==> config.mk <==
export PLATFORM = sky130hd
export DESIGN_NAME = addsub_arbiter
export DESIGN_NICKNAME = d
export VERILOG_FILES = /design/src/rtl/addsub_arbiter.sv
export SDC_FILE = /design/constraint.sdc
export NUM_CORES = 1
export LEC_CHECK = 0
export ABC_CLOCK_PERIOD_IN_PS = 2200
export BUFFER_PORTS_ARGS = -buffer_cell sky130_fd_sc_hd__buf_4
export CELL_PAD_IN_SITES_DETAIL_PLACEMENT = 0
export CELL_PAD_IN_SITES_GLOBAL_PLACEMENT = 1
export CORE_UTILIZATION = 25
export CTS_CLUSTER_DIAMETER = 60
export DETAILED_ROUTE_END_ITERATION = 7
export PLACE_DENSITY_LB_ADDON = 0.1
export RECOVER_POWER = 50
export SLEW_MARGIN = 20
export SYNTH_ARGS = -nofsm -noshare
export SYNTH_HDL_FRONTEND = slang
export SYNTH_SLANG_ARGS = --single-unit
==> constraint.sdc <==
create_clock -name clk_i -period 2.2 [get_ports clk_i]
set_input_delay 0 -clock clk_i [delete_from_list [all_inputs] [get_ports clk_i]]
set_output_delay 0 -clock clk_i [all_outputs]
set_load 0.05 [all_outputs]
==> src/rtl/addsub_arbiter.sv <==
// addsub_arbiter: round-robin arbiter that lets two clients share one
// multi-cycle add/sub core. Each client holds req with stable operands
// until it sees a one-cycle ready pulse; the result stays on c<n>_res
// until that client's next completion.
module addsub_arbiter #(
    parameter int W = 8
) (
    input  logic         clk_i,
    input  logic         rst_i,
    input  logic         c0_req,
    input  logic         c0_mode,
    input  logic [W-1:0] c0_a,
    input  logic [W-1:0] c0_b,
    output logic         c0_ready,
    output logic [W-1:0] c0_res,
    input  logic         c1_req,
    input  logic         c1_mode,
    input  logic [W-1:0] c1_a,
    input  logic [W-1:0] c1_b,
    output logic         c1_ready,
    output logic [W-1:0] c1_res,
    output logic         core_start_o,
    output logic         core_mode_o,
    output logic [W-1:0] core_a_o,
    output logic [W-1:0] core_b_o,
    input  logic         core_busy_i,
    input  logic [W-1:0] core_res_i,
    output logic         busy_o,
    output logic         grant_o
);

    typedef enum logic [1:0] {
        S_IDLE,
        S_LAUNCH,
        S_WAIT,
        S_RESP
    } state_t;

    state_t         r_state;
    state_t         w_next;
    logic           w_grant_en;
    logic           w_grant_idx;
    logic           w_done;

    logic           r_start;
    logic           r_mode;
    logic [W-1:0]   r_a;
    logic [W-1:0]   r_b;
    logic           r_grant;
    logic           r_last;
    logic           r_rdy0;
    logic           r_rdy1;
    logic [W-1:0]   r_res0;
    logic [W-1:0]   r_res1;

    // Busy is only sampled in WAIT; LAUNCH gives a late-rising busy time to appear.
    assign w_done = (r_state == S_WAIT) && !core_busy_i;

    // State register; reset abandons any operation in flight.
    always_ff @(posedge clk_i or negedge rst_i) begin
        if (!rst_i) r_state <= S_IDLE;
        else        r_state <= w_next;
    end

    // Next-state and arbitration: on a tie the client that was not granted last wins.
    always_comb begin
        w_next      = r_state;
        w_grant_en  = 1'b0;
        w_grant_idx = r_grant;
        case (r_state)
            S_IDLE: begin
                if (c0_req || c1_req) begin
                    w_grant_en  = 1'b1;
                    w_grant_idx = (c0_req && c1_req) ? ~r_last : c1_req;
                    w_next      = S_LAUNCH;
                end
            end
            S_LAUNCH: w_next = S_WAIT;
            S_WAIT:   if (!core_busy_i) w_next = S_RESP;
            S_RESP:   w_next = S_IDLE;
            default:  w_next = S_IDLE;
        endcase
    end

    // Grant bookkeeping, operand latch and start pulse; operands are frozen until the next grant.
    always_ff @(posedge clk_i or negedge rst_i) begin
        if (!rst_i) begin
            r_start <= 1'b0;
            r_mode  <= 1'b0;
            r_a     <= '0;
            r_b     <= '0;
            r_grant <= 1'b0;
            r_last  <= 1'b1;
        end else begin
            r_start <= w_grant_en;
            if (w_grant_en) begin
                r_grant <= w_grant_idx;
                r_last  <= w_grant_idx;
                r_mode  <= w_grant_idx ? c1_mode : c0_mode;
                r_a     <= w_grant_idx ? c1_a    : c0_a;
                r_b     <= w_grant_idx ? c1_b    : c0_b;
            end
        end
    end

    // Completion: only the granted client sees ready and gets its result register updated.
    always_ff @(posedge clk_i or negedge rst_i) begin
        if (!rst_i) begin
            r_rdy0 <= 1'b0;
            r_rdy1 <= 1'b0;
            r_res0 <= '0;
            r_res1 <= '0;
        end else begin
            r_rdy0 <= w_done && !r_grant;
            r_rdy1 <= w_done &&  r_grant;
            if (w_done && !r_grant) r_res0 <= core_res_i;
            if (w_done &&  r_grant) r_res1 <= core_res_i;
        end
    end

    assign c0_ready     = r_rdy0;
    assign c1_ready     = r_rdy1;
    assign c0_res       = r_res0;
    assign c1_res       = r_res1;
    assign core_start_o = r_start;
    assign core_mode_o  = r_mode;
    assign core_a_o     = r_a;
    assign core_b_o     = r_b;
    assign busy_o       = (r_state != S_IDLE);
    assign grant_o      = r_grant;

endmodule

# == After elaboration in Yosys (flattened, before gate mapping) ==
# Index checks and enable logic that the tools add are counted.
# word_totals
register_bits,40
input_bits,47
out_inout_bits,38
word_cells,38
# op_classes
n_eq_ne,5
n_bitwise,1
reduce_logical,10
muxes,11
# ops
cell,count
two-way mux 8 bit,2
case mux 2 bit (4 select lines),1
two-way mux 1 bit,6
"equality test 2 bit, second input constant",2
logical AND 1 bit,4
two-way mux 2 bit,2
"!= test 2 bit, second input constant",2
"equality test 2 x 1 -> 1 bit, second input constant",1
zero test 1 bit,2
zero test 2 bit,1
AND reduction 2 bit,1
nonzero test 2 bit,1
logical OR 1 bit,1
inverter 1 bit,1

# == Logic depth before layout (Yosys ltp) ==
# logic_depth
depth_word,5
mapped_depth,7
mapped_depth_nobuf,5

# == Worst setup path after synthesis ==
# OpenSTA, ideal clock, no wires.
# synth_path
path_kind,register to register
startpoint,reg r_grant (netlist: grant_o)
endpoint,reg r_res0[0] (netlist: c0_res[0])
setup_slack_ps,730
arrival_ps,1345
stages_incl_launch_ff,4
required_time_ps,2075
cell_sequence,dfrtp_1 > nor3b_1 > buf_2 > mux2_2
# synth_via
elab_chain_cells,2
# synth_rtl
item,line_no,rtl
start: declaration,49,logic r_grant;
start signal: assignment,97,r_grant <= w_grant_idx;
zero test 1 bit,116,if (w_done && !r_grant) r_res0 <= core_res_i;
logical AND 1 bit,116,
end signal: assignment,116,
end: declaration,53,logic [W-1:0] r_res0;
# Every way passes these cells.
# A chain may end at the register's enable or synchronous reset.

# == Final worst setup path ==
# layout_path
startpoint,reg r_state[0]
endpoint,reg r_b[6] (netlist: core_b_o[6])
# layout_via
elab_chain_cells,3
word_cells_on_any_way,4
classes_between,mux: 3; reduce/logical: 1
# layout_rtl
item,line_no,rtl
start: declaration,39,state_t r_state;
start signal: assignment,62,else r_state <= w_next;
zero test 2 bit (*),70,case (r_state)
two-way mux 1 bit,70,
two-way mux 8 bit,101,r_b <= w_grant_idx ? c1_b : c0_b;
end signal: assignment,101,
end: declaration,48,logic [W-1:0] r_b;
# Mark *: on every way between the ends. The rest lies on a longest branch, timed or not.

==> summary.txt <==
Run status
  • Result of the run: completed

Power
  • Internal power summed over all cells: around 2.2 mW
  • Reported net switching power: 2.24 mW
  • Leakage Power: 1.23 nW
  • Portion of total power attributed to the clock network: about 14%
  • Portion of total power attributed to combinational logic: 57.1%
  • Pwr dens: roughly 1600 mW/mm2
  • Share of power burned in registers: between 20% and 30%
  • Worst vdd rail ir drop: 0.526 mV
  • Sw Ratio: 50.5%

GRT
  • First-pass GRT wire length: ~6900 um
  • GRT Residual Overflow: 0
  • GRT Resource Usage Total: a little under an eighth
  • Number of global-route vias before repair: 1497
  • Largest net degree at the start of global routing: 41
  • Number of antenna violations at the first check in global routing: 0

Synth
  • Proportion of synthesized chip area in sequential cells: 56.2%
  • YS warnings: 0
  • Post-synthesis sequential element count: 40
  • Net count after synthesis: approximately 200
  • Synthesized area per cell: 11.7 um2
  • Post-synth design cell area: 0.00178 mm2
  • Synth Instances: 152
  • Synth unique cells: 19

Timing
  • Number of max-slew violations in the final report: 0
  • Post-route clock period utilization: 74.0%
  • Worst setup margin: 572 ps
  • Unrepaired setup endpoints after global routing: no
  • Setup-violating endpoint count in the final report: 0
  • Worst Tran Pin Value: between 1000 and 1500 ps
  • Worst clock skew: between 7 and 8 ps
  • Time the worst path needs with I/O delays and setup: ~1600 ps
  • Max frequency: 614 MHz
  • Number of hold-slack violations in the final timing report: 0
  • Min Hold Slack: about 54 ps
  • Max_slew headroom: between 30 and 40%
  • Setup TNS Final: 0 ps

Route
  • Detailed-route wire length: 4410 um
  • Routed vias/inst: between 4 and 5
  • WL/cell: 12.4 um
  • Remaining number of nets flagged by the antenna check after routing: 0
  • DRC violations left: 0
  • Number of violations reported at the end of detailed-routing iteration 0: 47
  • Iteration count of the initial detailed-routing pass: 4
  • Total number of vias: 1514

Finish
  • Layout cell share with drive strength beyond 1: 36.4%
  • Antenna Diode Count: 0
  • Nets@finish: 309
  • Area overhead of the layout relative to synthesis: 56.5%
  • Final-layout fill cell count: 743

CTS
  • Later-pin clock latency in the skew report: 290 ps
  • Clk root buf: clkbuf_8
  • Clock tree from TritonCTS: yes
  • Post-cts sizing count: 0
  • Maximum buffer depth of the clock tree: 2
  • Clk sink count: 40
  • Quantity of hold-fixing buffers added after cts: 26
  • Number of CTS-inserted buffers: 5
  • Clock-pin slew reported for the worst setup and hold paths after clock tree synthesis: 90 ps
  • Buffers inserted by post-CTS timing repair: 0
  • H-tree depth: 2

Placed design
  • Count of buffers inserted at the top-level ports: 84
  • Worst slack at placement: between 500 and 600 ps
  • HPWL after DPL: 2880 um
  • Gp weighted congestion: around 0.65

Job
  • Max-cap violations: 0

Worst hold path
  • Hold/Removal Path Class: input port to flop
  • Worst hold path stage count: 3

Worst setup path
  • Endpoint class of the critical path: flop
  • Peak fanout along the critical path: 36
  • Crit path required time: 2410 ps
  • Path depth of the worst reg2reg path: 5
  • Critical path launch point type: flop
  • Flop2flop setup slack: 570 ps
  • CP Data Arrival Time: 1840 ps
  • Path type of the worst setup path: flop to flop

Die
  • Area inside the core boundary: 0.00683 mm2
  • Standard-cell rows: 30
  • Count of pins on the block boundary: 85
  • DIE AREA: 0.00748 mm2
  • Vertical die dimension: 86.5 um
  • Horizontal die dimension: 86.5 um
  • Starting density of the core: a little over a quarter
[path summary, 6_finish.rpt]
kind,start,end
setup / recovery,r_state[0],core_b_o[6]
min in group asynchronous,rst_i,c1_res[4]
hold reg to reg,c1_res[0],c1_res[0]
max in group asynchronous,rst_i,core_a_o[0]
hold / removal,c0_a[1],core_a_o[1]
setup reg to reg,r_state[0],core_b_o[6]
[cell usage after synthesis]
master / number / area, um2
a31oi_1: 17 / 106
nor2_1: 18 / 67.6
nor3b_1: 1 / 7.51
a22oi_1: 1 / 7.51
nor2b_2: 1 / 8.76
buf_6: 2 / 22.5
o21ai_0: 17 / 85.1
nand2_4: 1 / 11.3
mux2_2: 17 / 191
or3b_1: 17 / 149
o22a_1: 3 / 26.3
dfrtp_1: 39 / 976
nand3b_1: 1 / 7.51
dfstp_2: 1 / 26.3
o21a_1: 1 / 7.51
ha_1: 2 / 25.0
clkbuf_1: 1 / 3.75
buf_2: 8 / 40.0
inv_1: 4 / 15.0
[area by class of cell]
type	instances	area [um2]	area share (%)
clock buffers	5	68.8	2.47
well taps	96	120	4.30
flip-flops and latches	40	1000	35.9
multi-input cells	97	706	25.3
clock inverters	3	47.5	1.70
inverters	4	15.0	0.538
repair buffers	112	832	29.8
[critical path: stages, from the launching register on]
cell and delay, ps:
dfrtp_1 380, inv_1 80, ha_1 280, nand2_4 230, or3b_1 400, a31oi_1 160
[cell families (layout without fill, tap and decap cells)]
kind of cell,count (synthesis),in the layout,synth area share (%)
DFF,40,40,56.2
AOI/OAI and AO/OA,39,39,13.0
and+or+nand+nor,39,39,14.1
muxes,17,17,10.7
buffers and inverters,15,124,4.56
adders and majority gates,2,2,1.40
[placed cells by master (no fill, tap or decap)]
cell type	count
bufinv_16	1
inv_1	4
ha_1	2
a31oi_1	17
clkbuf_1	19
clkbuf_2	1
dfrtp_1	39
o21ai_0	17
a22oi_1	1
o22a_1	3
dfstp_2	1
mux2_2	17
o21a_1	1
buf_4	66
nor2b_4	1
nor3b_1	1
nor2_1	18
nand3b_1	1
clkinv_4	2
nand2_4	1
or3b_1	17
clkbuf_8	5
dlygate4sd3_1	26
[layer usage]
| metal | wire, um | part of all wire (%) | global-route usage [%] |
|---|---|---|---|
| met4 | 34 | 0.77 | 3.64 |
| met2 | 2280 | 52 | 22.2 |
| met1 | 1770 | 40 | 13.0 |
| met5 | 0 | 0 | 0 |
| met3 | 320 | 7.3 | 3.90 |
[metrics by stage]
step / power [mW] / utilization (%) / instance area [um2] / std cells
6_report: 4.43 / 40.9 / 2790 / 357
4_1_cts: 4.64 / 41.9 / 2860 / 357
3_5_place_dp: 3.98 / 36.4 / 2480 / 323
2_1_floorplan: 3.20 / - / 1780 / 152
3_3_place_gp: 3.96 / 36.4 / 2480 / 323
5_1_grt: 4.70 / 40.9 / 2790 / 357
[registers in the layout (all words and copies together), names as in the netlist, 2 cells and up]
name	count
c1_res	8
r_state	2
core_a_o	8
core_b_o	8
c0_res	8
[power groups by stage]
stage | logic (mW) | clock network [mW] | registers (mW)
final | 2.53 | 0.610 | 1.29
after global routing | 2.70 | 0.674 | 1.33
after CTS | 2.70 | 0.643 | 1.30
after detailed placement | 2.67 | 0 | 1.31
after global placement | 2.65 | 0 | 1.31
after floorplan | 0.751 | 0 | 2.45
Note: power is estimated with default switching activity, not from simulation.
